[src/rtl/id_ex_stage.sv]
// id_ex_stage: ID/EX pipeline register and ALU operand selection.
// Captures decoded operands and control from ID. Forwards EX/MEM and MEM/WB
// results into the operands and detects load-use hazards.
// Ports:
//   clk, reset                     clock, async active-high reset
//   id_*                           decoded instruction from ID
//   flush, ex_stall                squash / hold of the EX slot
//   mem_*, wb_*                    forwarding sources (EX/MEM, MEM/WB)
//   alu_in1, alu_in2, alu_ctrl     ALU operands and operation
//   ex_*                           registered control and destination
//   store_data                     forwarded rt value for stores
//   stall_if_id                    hold PC and IF/ID (combinational)
module id_ex_stage #(
  parameter int unsigned DATA_W = 32,
  parameter int unsigned REG_AW = 5
) (
  input  logic              clk,
  input  logic              reset,
  input  logic              id_valid,
  input  logic [REG_AW-1:0] id_rs,
  input  logic [REG_AW-1:0] id_rt,
  input  logic [REG_AW-1:0] id_rd,
  input  logic [DATA_W-1:0] id_rs_data,
  input  logic [DATA_W-1:0] id_rt_data,
  input  logic [DATA_W-1:0] id_imm,
  input  logic              id_uses_rt,
  input  logic              id_alu_src,
  input  logic              id_reg_dst,
  input  logic [2:0]        id_alu_ctrl,
  input  logic              id_reg_write,
  input  logic              id_mem_read,
  input  logic              id_mem_write,
  input  logic              id_mem_to_reg,
  input  logic              flush,
  input  logic              ex_stall,
  input  logic              mem_reg_write,
  input  logic [REG_AW-1:0] mem_dest,
  input  logic [DATA_W-1:0] mem_result,
  input  logic              wb_reg_write,
  input  logic [REG_AW-1:0] wb_dest,
  input  logic [DATA_W-1:0] wb_result,
  output logic [DATA_W-1:0] alu_in1,
  output logic [DATA_W-1:0] alu_in2,
  output logic [2:0]        alu_ctrl,
  output logic              ex_valid,
  output logic              ex_reg_write,
  output logic              ex_mem_read,
  output logic              ex_mem_write,
  output logic              ex_mem_to_reg,
  output logic [REG_AW-1:0] ex_dest,
  output logic [DATA_W-1:0] store_data,
  output logic              stall_if_id
);

  localparam int unsigned CTRL_W = 3;

  logic              r_valid;
  logic              r_reg_write;
  logic              r_mem_read;
  logic              r_mem_write;
  logic              r_mem_to_reg;
  logic              r_alu_src;
  logic [CTRL_W-1:0] r_alu_ctrl;
  logic [REG_AW-1:0] r_rs;
  logic [REG_AW-1:0] r_rt;
  logic [REG_AW-1:0] r_dest;
  logic [DATA_W-1:0] r_rs_data;
  logic [DATA_W-1:0] r_rt_data;
  logic [DATA_W-1:0] r_imm;

  logic              w_load_use;
  logic              w_bubble;
  logic              w_mem_hit_rs;
  logic              w_mem_hit_rt;
  logic              w_wb_hit_rs;
  logic              w_wb_hit_rt;
  logic [DATA_W-1:0] w_fwd_a;
  logic [DATA_W-1:0] w_fwd_b;

  // Load in EX whose destination is read by the instruction in ID.
  assign w_load_use = r_valid && r_mem_read && (r_dest != '0) && id_valid &&
                      ((r_dest == id_rs) || (id_uses_rt && (r_dest == id_rt)));

  // A flush always squashes; a load-use bubble only when EX is not held.
  assign w_bubble = flush || (!ex_stall && w_load_use);

  // Forwarding hits; register $0 is never forwarded.
  assign w_mem_hit_rs = mem_reg_write && (mem_dest != '0) && (mem_dest == r_rs);
  assign w_mem_hit_rt = mem_reg_write && (mem_dest != '0) && (mem_dest == r_rt);
  assign w_wb_hit_rs  = wb_reg_write  && (wb_dest  != '0) && (wb_dest  == r_rs);
  assign w_wb_hit_rt  = wb_reg_write  && (wb_dest  != '0) && (wb_dest  == r_rt);

  // EX/MEM is newer than MEM/WB, so it wins.
  assign w_fwd_a = w_mem_hit_rs ? mem_result : (w_wb_hit_rs ? wb_result : r_rs_data);
  assign w_fwd_b = w_mem_hit_rt ? mem_result : (w_wb_hit_rt ? wb_result : r_rt_data);

  // EX slot register: bubble > hold > capture.
  always_ff @(posedge clk or posedge reset) begin
    if (reset) begin
      r_valid      <= 1'b0;
      r_reg_write  <= 1'b0;
      r_mem_read   <= 1'b0;
      r_mem_write  <= 1'b0;
      r_mem_to_reg <= 1'b0;
      r_alu_src    <= 1'b0;
      r_alu_ctrl   <= '0;
      r_rs         <= '0;
      r_rt         <= '0;
      r_dest       <= '0;
      r_rs_data    <= '0;
      r_rt_data    <= '0;
      r_imm        <= '0;
    end else if (w_bubble) begin
      r_valid      <= 1'b0;
      r_reg_write  <= 1'b0;
      r_mem_read   <= 1'b0;
      r_mem_write  <= 1'b0;
      r_mem_to_reg <= 1'b0;
      r_alu_src    <= 1'b0;
      r_alu_ctrl   <= '0;
    end else if (ex_stall) begin
      // Values retiring from WB while held would otherwise be lost.
      if (w_wb_hit_rs) r_rs_data <= wb_result;
      if (w_wb_hit_rt) r_rt_data <= wb_result;
    end else begin
      r_valid      <= id_valid;
      r_reg_write  <= id_reg_write;
      r_mem_read   <= id_mem_read;
      r_mem_write  <= id_mem_write;
      r_mem_to_reg <= id_mem_to_reg;
      r_alu_src    <= id_alu_src;
      r_alu_ctrl   <= id_alu_ctrl;
      r_rs         <= id_rs;
      r_rt         <= id_rt;
      r_dest       <= id_reg_dst ? id_rd : id_rt;
      r_rs_data    <= id_rs_data;
      r_rt_data    <= id_rt_data;
      r_imm        <= id_imm;
    end
  end

  assign alu_in1       = w_fwd_a;
  assign alu_in2       = r_alu_src ? r_imm : w_fwd_b;
  assign alu_ctrl      = r_alu_ctrl;
  assign store_data    = w_fwd_b;
  assign ex_valid      = r_valid;
  assign ex_reg_write  = r_reg_write;
  assign ex_mem_read   = r_mem_read;
  assign ex_mem_write  = r_mem_write;
  assign ex_mem_to_reg = r_mem_to_reg;
  assign ex_dest       = r_dest;
  assign stall_if_id   = w_load_use || ex_stall;

endmodule

[config.mk]
export PLATFORM = sky130hd
export DESIGN_NAME = id_ex_stage
export DESIGN_NICKNAME = d
export VERILOG_FILES = /design/src/rtl/id_ex_stage.sv
export SDC_FILE = /design/constraint.sdc
export NUM_CORES = 1
export LEC_CHECK = 0
export ABC_AREA = 1
export BUFFER_PORTS_ARGS = -buffer_cell sky130_fd_sc_hd__buf_2
export CORE_ASPECT_RATIO = 0.7
export CORE_UTILIZATION = 45
export CTS_CLUSTER_SIZE = 10
export DETAILED_ROUTE_END_ITERATION = 10
export PLACE_DENSITY = 0.74
export SKIP_CTS_REPAIR_TIMING = 1
export SLEW_MARGIN = 20
export SYNTH_ARGS = -nofsm -noshare
export SYNTH_HDL_FRONTEND = slang
export SYNTH_SLANG_ARGS = --single-unit
[constraint.sdc]
create_clock -name clk -period 4.1 [get_ports clk]
set_input_delay 0.41 -clock clk [delete_from_list [all_inputs] [get_ports clk]]
set_output_delay 0.41 -clock clk [all_outputs]
set_load 0.02 [all_outputs]
Word level (Yosys, flattened, before mapping)
Cells that the tools add are included.
Cells by class
  muxes and demuxes: 22
  eq/ne operators: 7
  reductions and logical operators: 20
  bitwise operators: 2
Operators by type and width (count)
  32-bit two-way mux: 7
  5-bit equality test: 6
  5-bit nonzero test: 3
  1-bit logical AND: 12
  1-bit two-way mux: 12
  3-bit two-way mux: 2
  5-bit two-way mux: 1
  1-bit logical OR: 3
  2-bit by 1-bit inequality test with 1-bit output (second input constant): 1
  1-bit inverter: 2
  2-bit AND reduction: 1
  1-bit zero test: 1
Word-level totals
  word-level logic and storage cells: 64
  bits of input ports: 202
  output and inout port bits: 110
  bits in registers: 120

Depth between registers and ports, before layout
  word-level depth: 8
  gate-level depth with buffers: 13
  depth with buffers taken out: 12

Worst setup path before layout
No wires, ideal clock.
  path kind: input-to-output
  from: input port wb_dest[4]
  to: output port alu_in1[10]
  setup slack: 1.999 ns
  stages: 7
  data required time: 3.690 ns
  path buffers: 1
  data arrival time: 1.691 ns
  path through: xor2_1 > nor2_2 > nand3_1 > buf_2 > nand2_1 > nand2_1 > o21ai_0
Between the ends
  word-level cells in the longest chain between the ends: 5
  elaborated cells between the ends (all ways): 6
  those cells by class: 1 x eq/ne; 2 x mux; 3 x reduce/logical
RTL lines
  from (decl): RTL line 40  | input logic [REG_AW-1:0] wb_dest,
  5-bit nonzero test: RTL line 90  | assign w_wb_hit_rs = wb_reg_write && (wb_dest != '0) && (wb_dest == r_rs);
  1-bit logical AND: RTL line 90
  1-bit logical AND *: RTL line 90
  32-bit two-way mux *
  32-bit two-way mux *: RTL line 94  | assign w_fwd_a = w_mem_hit_rs ? mem_result : (w_wb_hit_rs ? wb_result : r_rs_data);
  to (decl): RTL line 42  | output logic [DATA_W-1:0] alu_in1,
Every way passes the cells marked *; elsewhere a longest branch is shown, timed or not.

Worst setup path after layout
  from: register r_rs[3]
  to: output port alu_in1[13]
Between the ends
  word-level cells in the longest chain between the ends: 4
  elaborated cells between the ends (all ways): 6
  those cells by class: 2 x eq/ne; 2 x mux; 2 x reduce/logical
RTL lines
  from (decl): RTL line 64  | logic [REG_AW-1:0] r_rs;
  from (signal assigned): RTL line 133  | r_rs <= id_rs;
  5-bit equality test: RTL line 90
  1-bit logical AND: RTL line 90
  32-bit two-way mux
  32-bit two-way mux *: RTL line 94
Marks and branches as above.

==> results.cfg <==
[pwr]
p_leak_nw = 6.18
power_density_nw_per_um2 = 418
vdd_ir_drop_max_mv = 0.260

[routing]
wl_met1_microns = 14400
drc = 0
wl_per_cell_microns = 17.2
wl_met2_microns = 13600
met3_wirelength_microns = 3040
drt_iter0_drc = 1162
dr.max_layer_used = met5
vias = 9792
via_per_inst = 5.33
routed_wirelength_microns = 31500
ant_nets = 0
first_pass_iters = 5

[placement]
gp_congestion = 0.877
place_inst = 1804
port_buffers = 311
dp_hpwl_microns = 22100

[yosys]
synth.distinct_cells = 28
synthTopCellsByCount = nand2_1 (511), nand3_1 (206), inv_1 (128)
yosysTopAreaCell = dfrtp_1
ys.warnings.count = 0
syn_avg_cell_area_sq_um = 6.46
ys_seq_area_frac = 0.351
synth_edf_count = 0
async_flop_share = 1.00
syn_area_sq_um = 8550
synth_top_cell_area_share = 0.351
ys.flop_type = dfrtp_1
postSynthCellCount = 1323
synth_nets = 1525
synth-seq-cells = 120
synth_most_common_cell = nand2_1
synth_area_leaders = dfrtp_1 (35%), nand2_1 (22%), nand3_1 (12%), inv_1 (5.6%), o21ai_0 (5.0%)

[worst_setup_path]
end_kind = output port
critPathMaxFanout = 17
worstPathArrival_ps = 2810
timing.rr.end = r_rs_data[6]$_DFFE_PP0N_
cp_num_buf_inv = 2
slowest_delay_ps = 720
critPathRequiredTime_ps = 3690
r2r_setup_slack_ps = 1680
path_cells = xnor2_1 > nand3_1 > nor2_2 > buf_4 > nand3_1 > nand2_1 > o21ai_0 > buf_2
worstSetupPathType = register to output port
worst-r2r-cell-count = 9
cpLargestDelayFamily = simple AND/OR/NAND/NOR gates
cpMostUsedCell = nand3_1
r2r-start = r_rs[3]$_DFFE_PP0P_
cp_slowest_cell = nor2_2
start_kind = register

[floorplanning]
ioPinCount = 312
die_w_microns = 167
row_count = 41
die_area_sq_um = 19600
fp.dieH_microns = 117
initial_core_util = 0.467
core_area_sq_um = 18300

[clock_network]
cts_tree = yes
cts-root-buf = clkbuf_16
numCtsBuffers = 17
h-tree-depth = 4
clkSlewWorstSetupHoldPaths_ps = 60
cts_max_path_buffers = 2
clock-sinks = 120
worst_skew_pair.late_latency_ps = 410

[timing]
min_period_ps = 3220
max_slew_margin = 0.339
skew_ps = 9.38
finalCritPeriodShare = 0.784
hold_violations = 0
rsz0062_at_grt = false
finalMaxSlewViolations = 0
max_freq_mhz = 311
tns_ps = 0
worstMarginPinSlew_ps = 992
setup_violations = 0

[cells_and_area]
final_cell_count_no_fill = 1837
register_area_sq_um = 3000
drive_gt1_frac = 0.252
nNetsFinal = 1789
top_regs = r_imm (32), r_rs_data (32), r_rt_data (32)
final_core_util = 0.588
syn2layout_area_growth_pct = 26.0
multi_input_area_sq_um = 4610
fill_cells = 1820

[min_path]
hp-class = input port to asynchronous set/reset pin

[status]
status = complete, no violations

[run]
max_cap_viol_count = 0

[global_routing]
grt_pass1_wl_microns = 48000
grt_antenna_before_repair = 5
first_global_vias = 8651
grtUsageTotal = 0.321
grt_start_max_net_pins = 104
grt-ovfl-total = 0
-- cells by family after synthesis --
group | Yosys count | synth area share
and+or+nand+nor | 875 | 0.462
buffers and inverters | 217 | 0.113
xor gates and xnor gates | 18 | 0.0184
DFF | 120 | 0.351
AOI/OAI and AO/OA | 93 | 0.0546
-- worst max path at each step --
| stage | start | to | slack, ps | depth (start not counted) |
|---|---|---|---|---|
| global route | r_rs[3]$_DFFE_PP0P_ | alu_in1[8] | 640 | 8 |
| CTS | r_rs[3]$_DFFE_PP0P_ | alu_in1[13] | 890 | 8 |
| finish | r_rs[3]$_DFFE_PP0P_ | alu_in1[13] | 880 | 8 |
| global placement | wb_dest[3] | alu_in1[8] | 1280 | 9 |
| floorplan | reset | alu_ctrl[0]$_DFFE_PP0P_ | 500 | 1 |
| detailed placement | wb_dest[3] | alu_in1[13] | 1200 | 9 |
-- routing by layer --
layer,vias up,global-route usage
li1,4734,-
met1,4477,0.468
met2,537,0.481
met3,40,0.0666
met4,4,0.0957
met5,-,0
-- placed cells by master, fill, tap and decap left out, types with 3 or more instances in the layout --
cell type	synthesis	routed
nand2_1	511	510
buf_2	24	310
nand3_1	206	206
inv_1	128	127
dfrtp_1	120	120
o21ai_0	86	86
nand4_1	35	35
or2_2	32	32
nand3b_1	32	32
and2_1	32	32
buf_4	8	18
nor2_1	18	17
clkbuf_16	0	17
xor2_1	11	11
xnor2_1	7	7
a21oi_1	5	5
bufinv_16	0	5
inv_2	4	4
nor2_4	0	3
clkbuf_1	30	3
clkbuf_8	0	3
-- cell type report --
| type | count | area share |
|---|---|---|
| Multi-Input combinational cell | 986 | 0.428 |
| Sequential cell | 120 | 0.279 |
| Timing Repair Buffer | 329 | 0.158 |
| Inverter | 133 | 0.0468 |
| Clock buffer | 23 | 0.0444 |
| Tap cell | 236 | 0.0274 |
| Clock inverter | 8 | 0.0156 |
| Antenna cell | 2 | 0.000465 |
-- power by group --
part,internal (W),total (W),switching [W]
Combinational,0.000471,0.00141,0.000934
Clock,0.00112,0.00166,0.000542
Sequential,0.00134,0.00144,0.0000993
Total,0.00293,0.00451,0.00158
-- per-stage QoR --
| step | cell area [sq um] | hold WS, ps | setup slack [ps] | power, W |
|---|---|---|---|---|
| after CTS | 10800 | 228 | 893 | 0.00451 |
| final | 10800 | 148 | 884 | 0.00451 |
| after global routing | 10800 | 237 | 636 | 0.00474 |
| after detailed placement | 10100 | 465 | 1200 | 0.00284 |
| after floorplan | 8550 | 449 | 504 | 0.00234 |
| after global placement | 10100 | 462 | 1280 | 0.00282 |
Power figures use the tool's default switching activity.
